<file path="src/rtl/otp_keypad_entry.sv">
// 4x4 active-low keypad scanner with per-scan debounce. Each accepted press
// produces one user_latch strobe carrying its digit code to the OTP authentication FSM.
module otp_keypad_entry #(
  parameter int SCAN_DIV       = 50_000,
  parameter int DEBOUNCE_SCANS = 4
) (
  input  logic       clk,
  input  logic       reset,
  input  logic       enable,
  input  logic [3:0] row_in,
  output logic [3:0] col_out,
  output logic [3:0] user_digit,
  output logic       user_latch,
  output logic       key_down,
  output logic       multi_key
);

  localparam int SW = (SCAN_DIV > 1) ? $clog2(SCAN_DIV) : 1;
  localparam int CW = $clog2(DEBOUNCE_SCANS + 1);
  localparam logic [SW-1:0] SLOT_LAST  = SW'(SCAN_DIV - 1);
  localparam logic [CW-1:0] COUNT_ONE  = CW'(1);
  localparam logic [CW-1:0] COUNT_DONE = CW'(DEBOUNCE_SCANS);

  typedef enum logic [1:0] {IDLE, DEBOUNCE, PRESSED, RELEASE} state_t;

  state_t           state, state_next;
  logic [CW-1:0]    count, count_next, count_inc;
  logic [3:0]       candidate, candidate_next;
  logic [3:0]       row_meta, row_sync;
  logic [SW-1:0]    slot;
  logic [1:0]       col_idx;
  logic [3:0][3:0]  scan_img;
  logic             scan_done;
  logic [4:0]       hits;
  logic [3:0]       hit_code;
  logic             is_empty, is_single, is_multi;
  logic             strobe;

  function automatic logic [3:0] key_code(input logic [1:0] r, input logic [1:0] c);
    logic [3:0] code;
    code = 4'h0;
    case ({r, c})
      4'h0: code = 4'h1;
      4'h1: code = 4'h2;
      4'h2: code = 4'h3;
      4'h3: code = 4'hA;
      4'h4: code = 4'h4;
      4'h5: code = 4'h5;
      4'h6: code = 4'h6;
      4'h7: code = 4'hB;
      4'h8: code = 4'h7;
      4'h9: code = 4'h8;
      4'hA: code = 4'h9;
      4'hB: code = 4'hC;
      4'hC: code = 4'hE;
      4'hD: code = 4'h0;
      4'hE: code = 4'hF;
      4'hF: code = 4'hD;
      default: code = 4'h0;
    endcase
    return code;
  endfunction

  // Rows come from mechanical switches with no relation to clk.
  always_ff @(posedge clk or negedge reset) begin
    if (!reset) begin
      row_meta <= 4'hF;
      row_sync <= 4'hF;
    end else begin
      row_meta <= row_in;
      row_sync <= row_meta;
    end
  end

  // col_out trails col_idx by a cycle; with the synchronizer that leaves
  // the rows settled by the last slot of each column.
  always_ff @(posedge clk or negedge reset) begin
    if (!reset) begin
      slot      <= '0;
      col_idx   <= 2'd0;
      col_out   <= 4'hF;
      scan_img  <= '0;
      scan_done <= 1'b0;
    end else if (!enable) begin
      slot      <= '0;
      col_idx   <= 2'd0;
      col_out   <= 4'hF;
      scan_img  <= '0;
      scan_done <= 1'b0;
    end else begin
      col_out   <= ~(4'b0001 << col_idx);
      scan_done <= 1'b0;
      if (slot == SLOT_LAST) begin
        slot              <= '0;
        col_idx           <= col_idx + 2'd1;
        scan_img[col_idx] <= ~row_sync;
        scan_done         <= (col_idx == 2'd3);
      end else begin
        slot <= slot + SW'(1);
      end
    end
  end

  always_comb begin
    hits     = 5'd0;
    hit_code = 4'h0;
    for (int c = 0; c < 4; c++) begin
      for (int r = 0; r < 4; r++) begin
        if (scan_img[c][r]) begin
          hits     = hits + 5'd1;
          hit_code = key_code(2'(r), 2'(c));
        end
      end
    end
  end

  assign is_empty  = (hits == 5'd0);
  assign is_single = (hits == 5'd1);
  assign is_multi  = (hits >= 5'd2);
  assign count_inc = count + COUNT_ONE;

  always_ff @(posedge clk or negedge reset) begin
    if (!reset) begin
      state     <= IDLE;
      count     <= '0;
      candidate <= 4'h0;
    end else begin
      state     <= state_next;
      count     <= count_next;
      candidate <= candidate_next;
    end
  end

  // One counter serves both press and release debounce; only one is live at a time.
  always_comb begin
    state_next     = state;
    count_next     = count;
    candidate_next = candidate;
    strobe         = 1'b0;
    if (!enable) begin
      state_next = IDLE;
      count_next = '0;
    end else if (scan_done) begin
      case (state)
        IDLE: begin
          if (is_single) begin
            candidate_next = hit_code;
            if (COUNT_ONE == COUNT_DONE) begin
              state_next = PRESSED;
              count_next = '0;
              strobe     = 1'b1;
            end else begin
              state_next = DEBOUNCE;
              count_next = COUNT_ONE;
            end
          end
        end
        DEBOUNCE: begin
          if (is_single && hit_code == candidate) begin
            if (count_inc == COUNT_DONE) begin
              state_next = PRESSED;
              count_next = '0;
              strobe     = 1'b1;
            end else begin
              count_next = count_inc;
            end
          end else if (is_single) begin
            candidate_next = hit_code;
            count_next     = COUNT_ONE;
          end else begin
            state_next = IDLE;
            count_next = '0;
          end
        end
        PRESSED: begin
          if (is_empty) begin
            if (COUNT_ONE == COUNT_DONE) begin
              state_next = IDLE;
              count_next = '0;
            end else begin
              state_next = RELEASE;
              count_next = COUNT_ONE;
            end
          end
        end
        RELEASE: begin
          if (is_empty) begin
            if (count_inc == COUNT_DONE) begin
              state_next = IDLE;
              count_next = '0;
            end else begin
              count_next = count_inc;
            end
          end else begin
            state_next = PRESSED;
            count_next = '0;
          end
        end
        default: begin
          state_next = IDLE;
          count_next = '0;
        end
      endcase
    end
  end

  always_comb begin
    key_down = (state == PRESSED) || (state == RELEASE);
  end

  always_ff @(posedge clk or negedge reset) begin
    if (!reset) begin
      user_digit <= 4'h0;
      user_latch <= 1'b0;
      multi_key  <= 1'b0;
    end else begin
      user_latch <= strobe;
      if (strobe) begin
        user_digit <= hit_code;
      end
      if (!enable) begin
        multi_key <= 1'b0;
      end else if (scan_done) begin
        multi_key <= is_multi;
      end
    end
  end

endmodule

</file>
<file path="config.mk">
export PLATFORM = sky130hd
export DESIGN_NAME = otp_keypad_entry
export DESIGN_NICKNAME = d
export VERILOG_FILES = /design/src/rtl/otp_keypad_entry.sv
export SDC_FILE = /design/constraint.sdc
export NUM_CORES = 1
export LEC_CHECK = 0
export BUFFER_PORTS_ARGS = -buffer_cell sky130_fd_sc_hd__buf_2
export CAP_MARGIN = 20
export CORE_ASPECT_RATIO = 0.7
export CORE_MARGIN = 2
export CORE_UTILIZATION = 32
export DETAILED_ROUTE_END_ITERATION = 16
export HOLD_SLACK_MARGIN = 0.03
export SYNTH_ARGS = -nofsm -noshare
export SYNTH_HDL_FRONTEND = slang
export SYNTH_SLANG_ARGS = --single-unit
</file>
<file path="constraint.sdc">
create_clock -name clk -period 24.5 [get_ports clk]
set_input_delay 3.675 -clock clk [delete_from_list [all_inputs] [get_ports clk]]
set_output_delay 3.675 -clock clk [all_outputs]
set_load 0.01 [all_outputs]
</file>
==> impl_metrics.xml <==
<?xml version="1.0" encoding="UTF-8"?>
<metrics>
  <group name="setup_path">
    <metric name="cp_slowest_cell" unit="">or4_1</metric>
    <metric name="worst_setup_path_start_kind" unit="">flop</metric>
    <metric name="critical_path_class" unit="">reg2reg</metric>
    <metric name="worst_path_dominant_cell_family" unit="">adder cells</metric>
    <metric name="cp_data_arrival_time" unit="ns">10.56</metric>
    <metric name="cp-end-kind" unit="">flop</metric>
    <metric name="cpMostUsedCell" unit="">ha_1</metric>
    <metric name="crit_path_max_fanout" unit="">15</metric>
    <metric name="crit_buf_inv" unit="">8</metric>
    <metric name="required_time_at_the_endpoint_of_the_critical_path" unit="ns">24.71</metric>
    <metric name="critPathMaxStageDelay" unit="ns">0.67</metric>
  </group>
  <group name="cells_and_area">
    <metric name="n_fill_cell" unit="">1414</metric>
    <metric name="diodes" unit="">0</metric>
    <metric name="area.growth.synth_to_final" unit="%">13.3</metric>
    <metric name="final_nets" unit="">538</metric>
    <metric name="final_core_utilization" unit="%">36.7</metric>
    <metric name="finalInstanceArea" unit="sq mm">0.00506</metric>
    <metric name="proportion_of_layout_cells_with_a_drive_suffix_above_1" unit="%">14.0</metric>
  </group>
  <group name="yosys">
    <metric name="synth_edf_count" unit="">0</metric>
    <metric name="average_cell_area_after_synthesis" unit="sq um">8.90</metric>
    <metric name="synth_top_cell_area_share" unit="%">28.0</metric>
    <metric name="synth.top_cells.by_area" unit="">dfrtp_1 28%, dfstp_2 7.1%, nor2_1 6.5%</metric>
    <metric name="post-synth-top-area-cell" unit="">dfrtp_1</metric>
    <metric name="ys_ff_latch" unit="">62</metric>
    <metric name="number_of_instances_in_the_synthesized_netlist" unit="">502</metric>
    <metric name="most_instantiated_library_cell_after_synthesis" unit="">nor2_1</metric>
    <metric name="synth.top_cells.by_count" unit="">77 x nor2_1, 50 x dfrtp_1, 44 x nand2_1, 35 x a21oi_1, 32 x xnor2_1</metric>
    <metric name="synth.yosys.seq_area_share" unit="%">35.1</metric>
    <metric name="post_synth_num_cell_types" unit="">65</metric>
    <metric name="dominantRegCellSynth" unit="">dfrtp_1</metric>
    <metric name="yosysWarnings" unit="">0</metric>
    <metric name="synth_nets" unit="">532</metric>
    <metric name="synth-async-reset-ratio" unit="%">100</metric>
    <metric name="syn_area" unit="sq mm">0.00447</metric>
  </group>
  <group name="route">
    <metric name="drt_pass1_iterations" unit="">5</metric>
    <metric name="first_iter_violations" unit="">169</metric>
    <metric name="detail_route.drc_violations" unit="">0</metric>
    <metric name="route.final.wire_length" unit="mm">9.48</metric>
    <metric name="drtAntennaViolNets" unit="">0</metric>
    <metric name="vias" unit="">3490</metric>
    <metric name="avgViaCountPerCell" unit="">4.96</metric>
    <metric name="post_drt_wl_per_cell" unit="um">13.5</metric>
  </group>
  <group name="place">
    <metric name="hpwl" unit="mm">7.02</metric>
    <metric name="buffer_ports.inserted" unit="">17</metric>
    <metric name="placed_cell_area" unit="sq mm">0.00470</metric>
    <metric name="routabilityCongestion" unit="">0.819</metric>
  </group>
  <group name="floorplan">
    <metric name="site_rows" unit="">36</metric>
    <metric name="die_area" unit="sq mm">0.0149</metric>
    <metric name="io_pins" unit="">18</metric>
    <metric name="floorplan.initialDensity" unit="%">32.4</metric>
    <metric name="core-area" unit="sq mm">0.0138</metric>
    <metric name="die_w" unit="um">145</metric>
    <metric name="die_h" unit="um">103</metric>
  </group>
  <group name="min_path">
    <metric name="hold_path_class" unit="">reg2reg</metric>
  </group>
  <group name="clocking">
    <metric name="tritoncts" unit="">yes</metric>
    <metric name="hold_buffers" unit="">0</metric>
    <metric name="cts-resized-gates" unit="">0</metric>
    <metric name="cts_buffer_depth" unit="">2</metric>
    <metric name="clk-insertion-delay-late" unit="ns">0.33</metric>
    <metric name="post_cts_buffers" unit="">0</metric>
    <metric name="h_tree_depth_reported_by_cts" unit="">3</metric>
    <metric name="clock_sinks" unit="">62</metric>
    <metric name="cts-buffers-inserted" unit="">9</metric>
    <metric name="clkSlewWorstSetupHoldPaths" unit="ns">0.05</metric>
    <metric name="cts-root-buf" unit="">clkbuf_16</metric>
  </group>
  <group name="sta">
    <metric name="tns" unit="ns">0</metric>
    <metric name="final_hold_viol_count" unit="">0</metric>
    <metric name="timing.final.max_slew_violations" unit="">0</metric>
    <metric name="holdWs" unit="ns">0.354</metric>
    <metric name="worstMarginPinSlew" unit="ns">0.783</metric>
    <metric name="finalCritPeriodShare" unit="%">42.2</metric>
    <metric name="rsz0062_at_grt" unit="">false</metric>
    <metric name="clock.fmax" unit="GHz">0.0967</metric>
    <metric name="setup-violations-final" unit="">0</metric>
    <metric name="slew-limit-headroom" unit="%">47.3</metric>
    <metric name="finalWorstPathRequiredPeriod" unit="ns">10.35</metric>
    <metric name="worst_clock_skew" unit="ns">0.00740</metric>
  </group>
  <group name="run_status">
    <metric name="status" unit="">completed</metric>
  </group>
  <group name="power_and_ir_drop">
    <metric name="power.ir.vdd_worst" unit="mV">0.0394</metric>
    <metric name="total_leakage_power" unit="uW">0.00229</metric>
    <metric name="pwr_density_cell" unit="mW/mm^2">50.4</metric>
  </group>
  <group name="global_routing">
    <metric name="antenna_found_initial" unit="">0</metric>
    <metric name="gr-total-overflow" unit="">0</metric>
    <metric name="grt.total_usage" unit="%">13.3</metric>
    <metric name="first_global_vias" unit="">3383</metric>
    <metric name="grt_first_pass_wirelength" unit="mm">16.2</metric>
    <metric name="largest_net_degree_at_the_start_of_global_routing" unit="">63</metric>
  </group>
  <group name="flow_run">
    <metric name="maxCapViolCount" unit="">0</metric>
  </group>
</metrics>
layout make-up:
| class | instances | area, sq um | share of cell area, % |
|---|---|---|---|
| multi-input combinational | 395 | 2730 | 53.9 |
| clock buffer | 14 | 294 | 5.81 |
| tap | 190 | 238 | 4.69 |
| timing repair buffer | 19 | 100 | 1.98 |
| inverter | 21 | 78.8 | 1.56 |
| sequential | 62 | 1570 | 30.9 |
| clock inverter | 2 | 60.1 | 1.19 |
layer usage:
metal | global-route usage (%) | share of wire [%] | vias to the layer above
met3 | 2.79 | 3.2 | 11
met5 | 0 | 0 | -
met2 | 21.1 | 44 | 65
met4 | 4.15 | 1.0 | 0
li1 | - | - | 1751
met1 | 18.4 | 52 | 1663
metrics by stage:
stage | setup slack (ns) | power [uW] | instances
6_report | 14.15 | 255 | 703
5_1_grt | 13.47 | 264 | 703
4_1_cts | 13.99 | 258 | 702
3_5_place_dp | 14.03 | 112 | 686
3_3_place_gp | 14.42 | 112 | 686
2_1_floorplan | 15.09 | 108 | 502
registers in the layout, summed over array words and instances (netlist names), 2 cells and up:
signal	cells
col_out	4
user_digit	4
row_meta	4
count	3
state	2
slot	16
scan_img	16
col_idx	2
row_sync	4
candidate	4
power breakdown:
part           internal, uW  switching [uW]  leakage, uW
combinational         0.960            3.68      0.00129
clock                   103            42.6     0.000175
sequential              104           0.980     0.000823
worst paths after layout:
kind / from / to / slack (ns) / cells after the start
worst min-delay path: row_meta[1] / row_sync[1] / 0.35 / 0
max in group asynchronous: reset / scan_img[6] / 20.49 / 2
min in group asynchronous: reset / slot[9] / 3.50 / 2
worst min register to register: row_meta[1] / row_sync[1] / 0.35 / 0
worst max register to register: scan_img[1] / user_digit[1] / 14.15 / 48
worst max-delay path: scan_img[1] / user_digit[1] / 14.15 / 48
placed cells by master, fill, tap and decap left out, drive strengths merged, types with 14 or more instances in the layout:
| cell type | netlist | layout |
|---|---|---|
| nor2 | 77 | 77 |
| dfrtp | 50 | 50 |
| nand2 | 44 | 44 |
| xnor2 | 39 | 39 |
| a21oi | 35 | 35 |
| xor2 | 23 | 23 |
| ha | 23 | 23 |
| inv | 20 | 20 |
| buf | 3 | 19 |
| nand3 | 16 | 16 |
| clkbuf | 21 | 14 |
cells by family (layout without fill, tap and decap cells):
group | Yosys count | after routing | share of synthesized area [%]
AND/OR/NAND/NOR | 201 | 201 | 21.4
AO/OA/AOI/OAI | 86 | 86 | 12.4
XOR/XNOR | 65 | 65 | 15.6
flip-flops | 62 | 62 | 35.1
buffers and inverters | 45 | 56 | 3.92
adder cells (fa/ha/maj) | 23 | 23 | 6.44
multiplexers | 20 | 20 | 5.12
Note: power is estimated with default switching activity, not from simulation.
